==> config.mk <==
export PLATFORM = sky130hd
export DESIGN_NAME = tern_word_decoder
export DESIGN_NICKNAME = d
export VERILOG_FILES = /design/src/rtl/tern_word_decoder.sv
export SDC_FILE = /design/constraint.sdc
export NUM_CORES = 1
export LEC_CHECK = 0
export ABC_AREA = 1
export CORE_ASPECT_RATIO = 0.8
export CORE_MARGIN = 4
export CORE_UTILIZATION = 57
export CTS_CLUSTER_SIZE = 28
export DETAILED_ROUTE_END_ITERATION = 6
export PLACE_DENSITY = 0.81
export SYNTH_ARGS = -nofsm -noshare
export SYNTH_HDL_FRONTEND = slang
export SYNTH_SLANG_ARGS = --single-unit
==> constraint.sdc <==
create_clock -name clk -period 4.87 [get_ports clk]
set_input_delay 1.461 -clock clk [delete_from_list [all_inputs] [get_ports clk]]
set_output_delay 1.461 -clock clk [all_outputs]
set_load 0.005 [all_outputs]
==> src/rtl/tern_word_decoder.sv <==
// Sequential ternary-to-binary decoder: accepts one NTRITS-trit word, folds it
// MSB-first into a binary accumulator at one trit per clock, flags 11 codes.
module tern_word_decoder #(
    parameter int NTRITS = 6,
    parameter int OUT_W  = 10
) (
    input  logic                  clk,
    input  logic                  rst,
    input  logic                  in_valid,
    output logic                  in_ready,
    input  logic [2*NTRITS-1:0]   in_word,
    output logic                  out_valid,
    input  logic                  out_ready,
    output logic [OUT_W-1:0]      out_value,
    output logic                  out_err
);

    localparam int IDX_W = (NTRITS > 1) ? $clog2(NTRITS) : 1;

    localparam logic [1:0] S_IDLE = 2'd0;
    localparam logic [1:0] S_CONV = 2'd1;
    localparam logic [1:0] S_DONE = 2'd2;

    logic [1:0]          state_q, state_d;
    logic [2*NTRITS-1:0] sh_q, sh_d;
    logic [OUT_W-1:0]    acc_q, acc_d;
    logic                err_q, err_d;
    logic [IDX_W-1:0]    idx_q, idx_d;

    logic [1:0]          trit;
    logic [OUT_W-1:0]    trit_val;

    // The word is shifted left each step, so the current trit is always the top pair.
    assign trit     = sh_q[2*NTRITS-1 -: 2];
    assign trit_val = (trit == 2'b11) ? '0 : OUT_W'(trit);

    always_comb begin
        // NOTE: every _d defaults to its _q first so no path leaves a signal unassigned (no latches).
        state_d = state_q;
        sh_d    = sh_q;
        acc_d   = acc_q;
        err_d   = err_q;
        idx_d   = idx_q;
        case (state_q)
            S_IDLE: begin
                if (in_valid) begin
                    sh_d    = in_word;
                    acc_d   = '0;
                    err_d   = 1'b0;
                    idx_d   = IDX_W'(NTRITS - 1);
                    state_d = S_CONV;
                end
            end
            S_CONV: begin
                acc_d = acc_q + (acc_q << 1) + trit_val;
                err_d = err_q | (trit == 2'b11);
                sh_d  = sh_q << 2;
                idx_d = idx_q - IDX_W'(1);
                if (idx_q == '0) begin
                    state_d = S_DONE;
                end
            end
            S_DONE: begin
                if (out_ready) begin
                    state_d = S_IDLE;
                end
            end
            default: state_d = S_IDLE;
        endcase
    end

    always_ff @(posedge clk) begin
        // NOTE: sequential state uses non-blocking assignments so all flops update together.
        if (rst) begin
            state_q <= S_IDLE;
            sh_q    <= '0;
            acc_q   <= '0;
            err_q   <= 1'b0;
            idx_q   <= '0;
        end else begin
            state_q <= state_d;
            sh_q    <= sh_d;
            acc_q   <= acc_d;
            err_q   <= err_d;
            idx_q   <= idx_d;
        end
    end

    assign in_ready  = (state_q == S_IDLE);
    assign out_valid = (state_q == S_DONE);
    assign out_value = acc_q;
    assign out_err   = err_q;

endmodule

Word-level counts from Yosys, hierarchy flattened
Cells that the tools add are included.
W data, S select, Z words.
{"block": "classes", "add_sub_neg": 3, "n_eq_ne": 6, "mux": 13, "n_bitwise": 1, "n_reduce_logical": 5}
{"op": "$pmux W12 S2", "n": 1}
{"op": "$pmux W10 S2", "n": 1}
{"op": "$mux W12", "n": 1}
{"op": "$add A10 B10 Y10", "n": 1}
{"op": "$add A10 B2 Y10", "n": 1}
{"op": "$mux W10", "n": 1}
{"op": "$mux W2", "n": 4}
{"op": "$pmux W2 S3", "n": 1}
{"op": "$pmux W3 S2", "n": 1}
{"op": "$eq A2 B2 Y1 const B", "n": 2}
{"op": "$ne A2 B2 Y1 const B", "n": 2}
{"op": "$logic_not A3 Y1", "n": 1}
{"op": "$mux W3", "n": 1}
{"op": "$reduce_and A3 Y1", "n": 1}
{"op": "$sub A3 B1 Y3 const B", "n": 1}
{"op": "$eq A2 B1 Y1 const B", "n": 1}
{"op": "$logic_not A2 Y1", "n": 1}
{"op": "$ne A2 B1 Y1 const B", "n": 1}
{"op": "$pmux W1 S2", "n": 1}
{"op": "$reduce_and A2 Y1", "n": 1}
{"op": "$reduce_bool A2 Y1", "n": 1}
{"op": "$mux W1", "n": 1}
{"op": "$or A1 B1 Y1", "n": 1}
{"block": "totals", "register_bits": 28, "in_bits": 16, "wordCells": 33}

Depth between registers and ports, before layout
Gate-level depths: netlist (run 1).
{"block": "logic_depth", "word_depth": 4, "depth_mapped": 14, "depth_no_buf": 14}

Worst setup path before layout (run 1)
OpenSTA, ideal clock, no wires.
{"block": "synth_timing", "path_kind": "input port to flip-flop", "start": "in rst", "end": "reg sh_q[10]", "setup_ps": 128, "t_arrival_ps": 2091, "required_ps": 4742, "setup_slack_ps": 2651, "stages": 3, "path_buffers": 2, "cell_sequence": "clkbuf_1 clkbuf_1 nor2_1"}
{"element": "start, declared", "line_no": "8", "source": "input logic rst,"}
{"element": "end signal, assigned", "line_no": "76", "source": "sh_q <= '0;"}
{"element": "end signal, assigned", "line_no": "82", "source": "sh_q <= sh_d;"}
{"element": "end, declared", "line_no": "25", "source": "logic [2*NTRITS-1:0] sh_q, sh_d;"}
No word-level cell between the ends.

Worst setup path after layout (run 1)
{"block": "layout_timing", "start": "reg state_q[1]", "end": "out out_valid"}
{"block": "layout_via", "elab_chain_len": 1}
{"element": "start, declared", "line_no": "24", "source": "logic [1:0] state_q, state_d;"}
{"element": "start signal, assigned", "line_no": "81", "source": "state_q <= state_d;"}
{"element": "$eq A2 B2 Y1", "line_no": "90", "source": "assign out_valid = (state_q == S_DONE);"}
{"element": "end, declared", "line_no": "12", "source": "output logic out_valid,"}
Every way passes these cells.

==> flow_summary.json, run 1 <==
{
  "cts_tree": "built",
  "detail-route-antenna-nets": 0,
  "vias_per_cell": 5.003,
  "drt_iter0_drc": 92,
  "path_depth": 3,
  "fin_crit_ps": 2775,
  "coreArea_um2": 2808,
  "syn_area_um2": 1704,
  "netlist_instances": 240,
  "cts-root-buf": "clkbuf_8",
  "netlist_top_cells_area": "dfxtp_1, nand2_1, ha_1",
  "outcome": "completed",
  "drv_cap": 0,
  "insertion_delay_ps": 270,
  "path_buf_inv": 2,
  "power.share.clock_pct": 26.7,
  "antenna_found_initial": 0,
  "grt.total_usage_pct": 17.54,
  "irDropWorstVdd_v": 0.0002557,
  "period_share_pct": 56.98,
  "cts-resized-gates": 0,
  "max_freq_ghz": 0.3604,
  "required_ps": 3410,
  "gr-total-overflow": 0,
  "grt_pass1_wl_um": 5816,
  "port_buffers": 28,
  "critPathMaxFanout": 2,
  "dr_total_vias": 1506,
  "routabilityCongestion": 0.8075,
  "hold_path_class": "reg2reg",
  "die_y_um": 56.91,
  "wirelength_um": 3275,
  "reg2reg_depth": 13,
  "drive_gt1_share_pct": 6.844,
  "seq_area_frac_synth_pct": 32.89,
  "dieArea_um2": 3934,
  "syn_avg_cell_area_um2": 7.101,
  "crit_type": "reg2out",
  "power.switching_mw": 0.1561,
  "grt_pass1_vias": 1330,
  "dp_hpwl_um": 2413,
  "diodes": 0,
  "power.density_nw_per_um2": 259.2,
  "synth_area_leader_cell": "dfxtp_1",
  "cts_max_level": 1,
  "numClockSinks": 28,
  "critPathTopFamily": "buffers and inverters",
  "worst_ep_arrival_time_ps": 1310,
  "worstMarginPinSlew_ps": 982.7,
  "cts_setup_buffers": 0,
  "start_util_pct": 60.70,
  "hold_viol": 0,
  "leakage_nw": 0.9469,
  "slowest_stage": "clkdlybuf4s50_1",
  "slowest_delay_ps": 510,
  "rows": 17,
  "drt-wirelength-per-cell_um": 10.88,
  "ios": 29,
  "clockBufferDepth": 2,
  "fillers": 235,
  "cts-buffers-inserted": 3,
  "final_core_util_pct": 72.37,
  "worstPathCellList": "inv_1 -> nor2_1 -> clkdlybuf4s50_1",
  "max_slew_margin_pct": 34.28,
  "power_frac_comb_pct": 23.6,
  "clk_pin_slew_ps": 90,
  "slew_violations": 0,
  "synth_top_area_share_pct": 32.89,
  "internal_power_mw": 0.3705,
  "setup_viol": 0,
  "rsz0062_at_grt": "false",
  "ys_ff_latch": 28,
  "yosys_warnings": 0,
  "power_frac_seq_pct": 49.6,
  "worstHoldPathCells": 2,
  "synthesis.nets": 276,
  "cp-start-kind": "register",
  "drc": 0,
  "dr.pass1.iters": 4,
  "die_w_um": 69.13,
  "grt_max_degree": 36,
  "clock_skew_ps": 2.076,
  "cts_hold_buf": 0,
  "ys_types": 24,
  "power_switching_share_pct": 29.64,
  "final.setup.tns_ps": 0,
  "nets": 300,
  "area_growth_syn_to_layout_pct": 19.24,
  "end_kind": "output port"
}
-- path summary, 6_finish.rpt --
path | from | endpoint | slack [ps]
setup / recovery | state_q[1] | out_valid | 2100
hold / removal | sh_q[1] | sh_q[1] | 470
setup reg to reg | sh_q[10] | out_value[7] | 2470
hold reg to reg | sh_q[1] | sh_q[1] | 470
-- power groups by stage --
| stage | Combinational [mW] | Sequential [mW] | Clock [mW] |
|---|---|---|---|
| final | 0.124 | 0.261 | 0.141 |
| after global routing | 0.143 | 0.265 | 0.154 |
| after CTS | 0.127 | 0.261 | 0.142 |
| after detailed placement | 0.125 | 0.266 | 0 |
| after global placement | 0.123 | 0.266 | 0 |
| after floorplan | 0.101 | 0.264 | 0 |
-- synth_stat cells --
library cell / n
buf_6: 1
dfxtp_1: 28
o21ai_0: 2
inv_1: 27
buf_2: 2
a21oi_2: 5
or2_2: 3
nand3_1: 11
nand3b_1: 3
nor2_2: 1
buf_4: 3
a21oi_1: 35
ha_1: 18
clkbuf_1: 3
nand2_2: 2
nand2_1: 70
a31oi_1: 1
fa_1: 2
nor2_1: 17
a211oi_1: 2
inv_2: 1
nor3_1: 1
a221oi_2: 1
inv_4: 1
-- registers in the layout (all words and copies together), names as in the netlist --
signal	flops
idx_q	3
out_err	1
out_value	10
sh_q	12
state_q	2
-- metal layers --
layer	GRT usage, %	wire length [um]	up-vias
li1	-	-	822
met1	24.51	1706	649
met2	28.26	1416	33
met3	4.114	141	2
met4	2.507	10	0
met5	0	0	-
-- final cells by class --
type                    instances  area, um^2  area share, %
multi-input cells             174       977.2          48.09
well taps                      38       47.55          2.340
clock buffers                   4       55.05          2.709
repair buffers                 28       280.3          13.79
flip-flops and latches         28       560.5          27.59
inverters                      29       111.4          5.480
-- worst min-delay path, stage by stage (launching register included) --
cell and delay, ps:
dfxtp_1 320, nand2_1 60, a21oi_1 50
-- through the flow --
step                      setup WS (ps)  instances  hold slack, ps  instance area [um^2]  power (mW)
after floorplan                    2651        240           435.7                  1704      0.3646
after global placement             1977        297           450.2                  1977      0.3893
after detailed placement           1937        297           455.1                  1977      0.3917
after CTS                          2092        301           468.9                  2032      0.5304
after global routing               2024        301           498.8                  2032      0.5614
final                              2095        301           465.9                  2032      0.5267
-- cells by family (layout without fill, tap and decap cells) --
group | Yosys count | in the layout | share of synthesized area (%)
and+or+nand+nor | 108 | 108 | 26.21
adders and majority gates | 20 | 20 | 15.57
buffers and inverters | 38 | 61 | 9.765
AOI/OAI and AO/OA | 46 | 46 | 15.57
DFF | 28 | 28 | 32.89
-- placed cells by master, fill, tap and decap left out, drive strengths merged --
cell | Yosys | routed
dfxtp | 28 | 28
inv | 29 | 29
nand3b | 3 | 3
ha | 18 | 18
a221oi | 1 | 1
nor2 | 18 | 18
clkdlybuf4s50 | 0 | 28
clkbuf | 3 | 4
or2 | 3 | 3
nor3 | 1 | 1
nand3 | 11 | 11
a21oi | 40 | 40
o21ai | 2 | 2
fa | 2 | 2
a31oi | 1 | 1
a211oi | 2 | 2
nand2 | 72 | 72
(Power assumes the default switching activity.)
==> run 2: changes to the inputs <==
--- a/config.mk
+++ b/config.mk
@@ -8,10 +8,10 @@
 export ABC_AREA = 1
 export CORE_ASPECT_RATIO = 0.8
 export CORE_MARGIN = 4
-export CORE_UTILIZATION = 57
+export CORE_UTILIZATION = 47
 export CTS_CLUSTER_SIZE = 28
 export DETAILED_ROUTE_END_ITERATION = 6
-export PLACE_DENSITY = 0.81
+export PLACE_DENSITY = 0.71
 export SYNTH_ARGS = -nofsm -noshare
 export SYNTH_HDL_FRONTEND = slang
 export SYNTH_SLANG_ARGS = --single-unit
==> constraint.sdc (replaced) <==
create_clock -name clk -period 2.4 [get_ports clk]
set_input_delay 0.72 -clock clk [delete_from_list [all_inputs] [get_ports clk]]
set_output_delay 0.72 -clock clk [all_outputs]
set_load 0.005 [all_outputs]
==> run 2 against run 1 <==
Sequential power rose by 100%. Die area up 18%. Combinational power grew 110%. Routed wire length grew 8.3%. Via count rose by 1.3%. Final area grew 0.12%. Non-clock buffer count rose by 1. Flip-flop and latch count unchanged. Register-to-register slack lost 2300 ps. Global-route usage is 0.96 points lower.
==> flow_summary.json, run 2 (synthesized netlist as in run 1, its figures left out) <==
{
  "outcome": "completed",
  "dp_hpwl_um": 2480,
  "required_ps": 2560,
  "drive_gt1_share_pct": 7.605,
  "setup_viol": 0,
  "end_kind": "register",
  "max_slew_margin_pct": 74.14,
  "diodes": 0,
  "power_switching_share_pct": 31.51,
  "period_share_pct": 91.22,
  "cts-buffers-inserted": 3,
  "grt_pass1_wl_um": 5858,
  "final.setup.tns_ps": 0,
  "drc": 0,
  "die_w_um": 75.32,
  "worstPathCellList": "inv_1 -> nor2_1 -> fa_1 -> ha_1 -> inv_1 -> fa_1 -> inv_1 -> nand2_1 -> nand2_2 -> nand3_1 -> nand2_1 -> nand2_1 -> nand3_1 -> a21oi_1",
  "worst_ep_arrival_time_ps": 2350,
  "insertion_delay_ps": 280,
  "antenna_found_initial": 0,
  "seqCellArea_um2": 561.8,
  "dr_total_vias": 1525,
  "hold_path_class": "reg2reg",
  "drt-wirelength-per-cell_um": 11.63,
  "vias_per_cell": 5.000,
  "final_common_cell": "nand2_1",
  "drv_cap": 0,
  "dieArea_um2": 4659,
  "cts_setup_buffers": 0,
  "cts_max_level": 1,
  "irDropWorstVdd_v": 0.0005208,
  "wirelength_um": 3546,
  "fillers": 341,
  "gr-total-overflow": 0,
  "nets": 301,
  "worstMarginPinSlew_ps": 387.4,
  "slew_violations": 0,
  "power.switching_mw": 0.3318,
  "internal_power_mw": 0.7213,
  "mostFrequentLayoutCells": "nand2_1, a21oi_1, clkdlybuf4s50_1",
  "grt_pass1_vias": 1331,
  "dr.pass1.iters": 4,
  "port_buffers": 28,
  "numClockSinks": 28,
  "drt_iter0_drc": 75,
  "clock_skew_ps": 1.775,
  "fin_crit_ps": 2189,
  "rr_startpoint": "sh_q[11]",
  "largest_register": "sh_q",
  "stdcell_count": 305,
  "die_y_um": 61.86,
  "largest_reg_flops": 12,
  "cp-start-kind": "register",
  "power_frac_comb_pct": 25.2,
  "multi_input_area_um2": 979.7,
  "ios": 29,
  "power.share.clock_pct": 24.5,
  "power_frac_seq_pct": 50.3,
  "critPathTopFamily": "adder cells",
  "leakage_nw": 0.9444,
  "path_buf_inv": 3,
  "slowest_delay_ps": 480,
  "area_growth_syn_to_layout_pct": 19.38,
  "critPathMaxFanout": 4,
  "cts-root-buf": "clkbuf_8",
  "coreArea_um2": 3471,
  "rsz0062_at_grt": "false",
  "clockBufferDepth": 2,
  "clk_pin_slew_ps": 90,
  "detail-route-antenna-nets": 0,
  "slowest_stage": "fa_1",
  "routabilityCongestion": 0.7862,
  "hold_viol": 0,
  "dpl.cell_count": 302,
  "max_freq_ghz": 0.4568,
  "start_util_pct": 49.10,
  "grt_max_degree": 36,
  "crit_type": "reg2reg",
  "cts_tree": "built",
  "rows": 19,
  "hp-start": "idx_q[0]",
  "grt.total_usage_pct": 16.58,
  "crit_start": "sh_q[11]",
  "power.density_nw_per_um2": 517.6
}
-- run 2: changes by cell type in the layout (fill, tap and decap cells not counted), sizes merged --
cell,change
buf,+1
clkbuf,-1
-- run 2: power groups by stage --
stage	sequential [mW]	clock, mW	combinational (mW)
floorplan	0.535	0	0.205
global placement	0.539	0	0.258
detailed placement	0.540	0	0.261
CTS	0.529	0.263	0.268
global route	0.536	0.281	0.303
finish	0.530	0.258	0.265
-- run 2: repair_timing --
action	4_1_cts	5_1_grt
endpoints found under the setup margin	0	2
endpoints found under the hold margin	0	0
resized for setup	0	2
hold buffers	0	0
-- run 2: area by class of cell --
class / instances / area share (%)
well taps: 42 / 2.583
multi-input cells: 174 / 48.16
inverters: 29 / 5.474
repair buffers: 29 / 14.15
flip-flops and latches: 28 / 27.61
clock buffers: 3 / 2.030
-- run 2: routing by layer --
| layer | vias up | global-route usage [%] | part of all wire, % |
|---|---|---|---|
| li1 | 818 | - | - |
| met1 | 678 | 23.66 | 52 |
| met2 | 24 | 24.35 | 42 |
| met3 | 5 | 4.984 | 5.3 |
| met4 | 0 | 4.489 | 0.96 |
| met5 | - | 0 | 0 |
-- run 2: stage by stage --
| step | utilization (%) | power [mW] | hold slack, ps | setup WS (ps) | instance area (um^2) |
|---|---|---|---|---|---|
| after floorplan | - | 0.7397 | 435.7 | 333.5 | 1704 |
| after global placement | 57.32 | 0.7972 | 451.1 | 253.6 | 1989 |
| after detailed placement | 57.32 | 0.8016 | 453.6 | 156.2 | 1989 |
| after CTS | 58.51 | 1.060 | 469.3 | 148.4 | 2031 |
| after global routing | 58.62 | 1.119 | 490.6 | 14.10 | 2034 |
| final | 58.62 | 1.053 | 467.2 | 210.7 | 2034 |
-- run 2: worst register-to-register path, cell delays in order (launching register included) --
cell and delay [ps]:
dfxtp_1 350, inv_1 60, nor2_1 40, fa_1 480, ha_1 160, inv_1 50
fa_1 350, inv_1 90, nand2_1 70, nand2_2 80, nand3_1 90, nand2_1 80
nand2_1 50, nand3_1 60, a21oi_1 60
-- run 2: final timing paths --
kind	to	slack [ps]	depth (start not counted)
worst min register to register	idx_q[0]	470	1
worst max-delay path	out_value[9]	210	14
worst min-delay path	idx_q[0]	470	1
worst max register to register	out_value[9]	210	14
==> run 3: changes to the inputs <==
--- a/config.mk
+++ b/config.mk
@@ -7,7 +7,6 @@
 export LEC_CHECK = 0
 export ABC_AREA = 1
 export CORE_ASPECT_RATIO = 0.8
-export CORE_MARGIN = 4
 export CORE_UTILIZATION = 47
 export CTS_CLUSTER_SIZE = 28
 export DETAILED_ROUTE_END_ITERATION = 6
==> run 3 against run 2 <==
Die area shrank 17%. Final cell count increased by 0.33%. Via count down 0.59%. First-iteration DRC count shrank 37%.
==> flow_summary.json, run 3 (synthesized netlist as in run 1, its figures left out) <==
{
  "drt-wirelength-per-cell_um": 11.15,
  "dr_total_vias": 1516,
  "internal_power_mw": 0.7542,
  "max_freq_ghz": 0.4577,
  "ios": 29,
  "gr-total-overflow": 0,
  "cts-resized-gates": 0,
  "dp_hpwl_um": 2377,
  "critPathMaxFanout": 4,
  "drive_gt1_share_pct": 7.955,
  "power_frac_seq_pct": 49.1,
  "power.switching_mw": 0.3270,
  "dr.pass1.iters": 4,
  "hold_path_class": "reg2reg",
  "antenna_found_initial": 0,
  "end_kind": "register",
  "leakage_nw": 0.9516,
  "power.density_nw_per_um2": 527.9,
  "fin_crit_ps": 2185,
  "power_switching_share_pct": 30.24,
  "nets": 301,
  "post-place-ws_ps": 172.5,
  "rows": 19,
  "cp-start-kind": "register",
  "wirelength_um": 3411,
  "mostFrequentLayoutCells": "nand2_1, a21oi_1, clkdlybuf4s50_1",
  "cts-buffers-inserted": 3,
  "cts_setup_buffers": 0,
  "diodes": 0,
  "grt.total_usage_pct": 19.26,
  "hold_viol": 0,
  "routabilityCongestion": 0.8270,
  "coreArea_um2": 3447,
  "insertion_delay_ps": 280,
  "setup_viol": 0,
  "power.share.clock_pct": 26.8,
  "port_buffers": 28,
  "rsz0062_at_grt": "false",
  "detail-route-antenna-nets": 0,
  "clockBufferDepth": 2,
  "max_slew_margin_pct": 74.14,
  "vias_per_cell": 4.954,
  "final.setup.tns_ps": 0,
  "outcome": "completed",
  "largest_register": "sh_q",
  "dieArea_um2": 3872,
  "die_w_um": 69.32,
  "drc": 0,
  "required_ps": 2620,
  "final_common_cell": "nand2_1",
  "cts_tree": "built",
  "postLayoutSetupSlackWorst_ps": 215.4,
  "grt_max_degree": 36,
  "area_growth_syn_to_layout_pct": 20.19,
  "slew_violations": 0,
  "total_power_mw": 1.081,
  "cts_max_level": 1,
  "cts_hold_buf": 0,
  "drv_cap": 0,
  "worst_ep_arrival_time_ps": 2400,
  "worstHoldPathCells": 2,
  "clk_pin_slew_ps": 100,
  "die_y_um": 55.86,
  "largest_reg_flops": 12,
  "drt_iter0_drc": 47,
  "worstMarginPinSlew_ps": 387.4,
  "clock_skew_ps": 10.52,
  "numClockSinks": 28,
  "cts-root-buf": "clkbuf_8",
  "irDropWorstVdd_v": 0.0004863,
  "crit_type": "reg2reg",
  "reg2reg_depth": 13,
  "period_share_pct": 91.03,
  "start_util_pct": 49.44,
  "grt_pass1_vias": 1377,
  "power_frac_comb_pct": 24.1,
  "grt_pass1_wl_um": 6037
}
run 3: cell count changes in the layout (fill, tap and decap cells not counted):
cell      previous run  this run
clkbuf_8             3         4
run 3: final timing paths:
| kind | slack, ps | startpoint | to |
|---|---|---|---|
| worst max-delay path | 220 | sh_q[11] | out_value[9] |
| worst min register to register | 470 | sh_q[1] | sh_q[1] |
| worst max register to register | 220 | sh_q[11] | out_value[9] |
| worst min-delay path | 470 | sh_q[1] | sh_q[1] |
run 3: final cells by class:
class	count	area (um^2)
inverters	29	111.4
flip-flops and latches	28	561.8
well taps	42	52.55
repair buffers	29	287.8
clock buffers	4	55.05
fillers	321	1399
multi-input cells	174	979.7
run 3: per-stage QoR:
step           hold WS, ps  util (%)  cell area, um^2  instances
2_1_floorplan        435.7         -             1704        240
3_3_place_gp         450.7     57.71             1989        302
3_5_place_dp         454.8     57.71             1989        302
4_1_cts              471.8     59.31             2044        306
5_1_grt              505.1     59.42             2048        306
6_report             470.4     59.42             2048        306
run 3: power groups by stage:
stage / Sequential, mW / Clock, mW / Combinational, mW
floorplan: 0.535 / 0 / 0.205
finish: 0.530 / 0.290 / 0.260
detailed placement: 0.540 / 0 / 0.260
global placement: 0.539 / 0 / 0.258
global route: 0.536 / 0.325 / 0.296
CTS: 0.530 / 0.297 / 0.263
run 3: routing by layer:
layer,global-route usage [%],share of wire [%],vias to the layer above
li1,-,-,816
met2,29.82,43,33
met4,5.248,0.85,0
met5,0,0,-
met1,26.68,52,662
met3,4.891,4.1,5
run 3: critical path, stage by stage (launching register included):
cell and delay [ps]:
dfxtp_1 340, inv_1 60, nor2_1 50, fa_1 490
ha_1 160, inv_1 50, fa_1 350, inv_1 90
nand2_1 60, nand2_2 80, nand3_1 80, nand3_1 100
nand3_1 90, a21oi_1 130
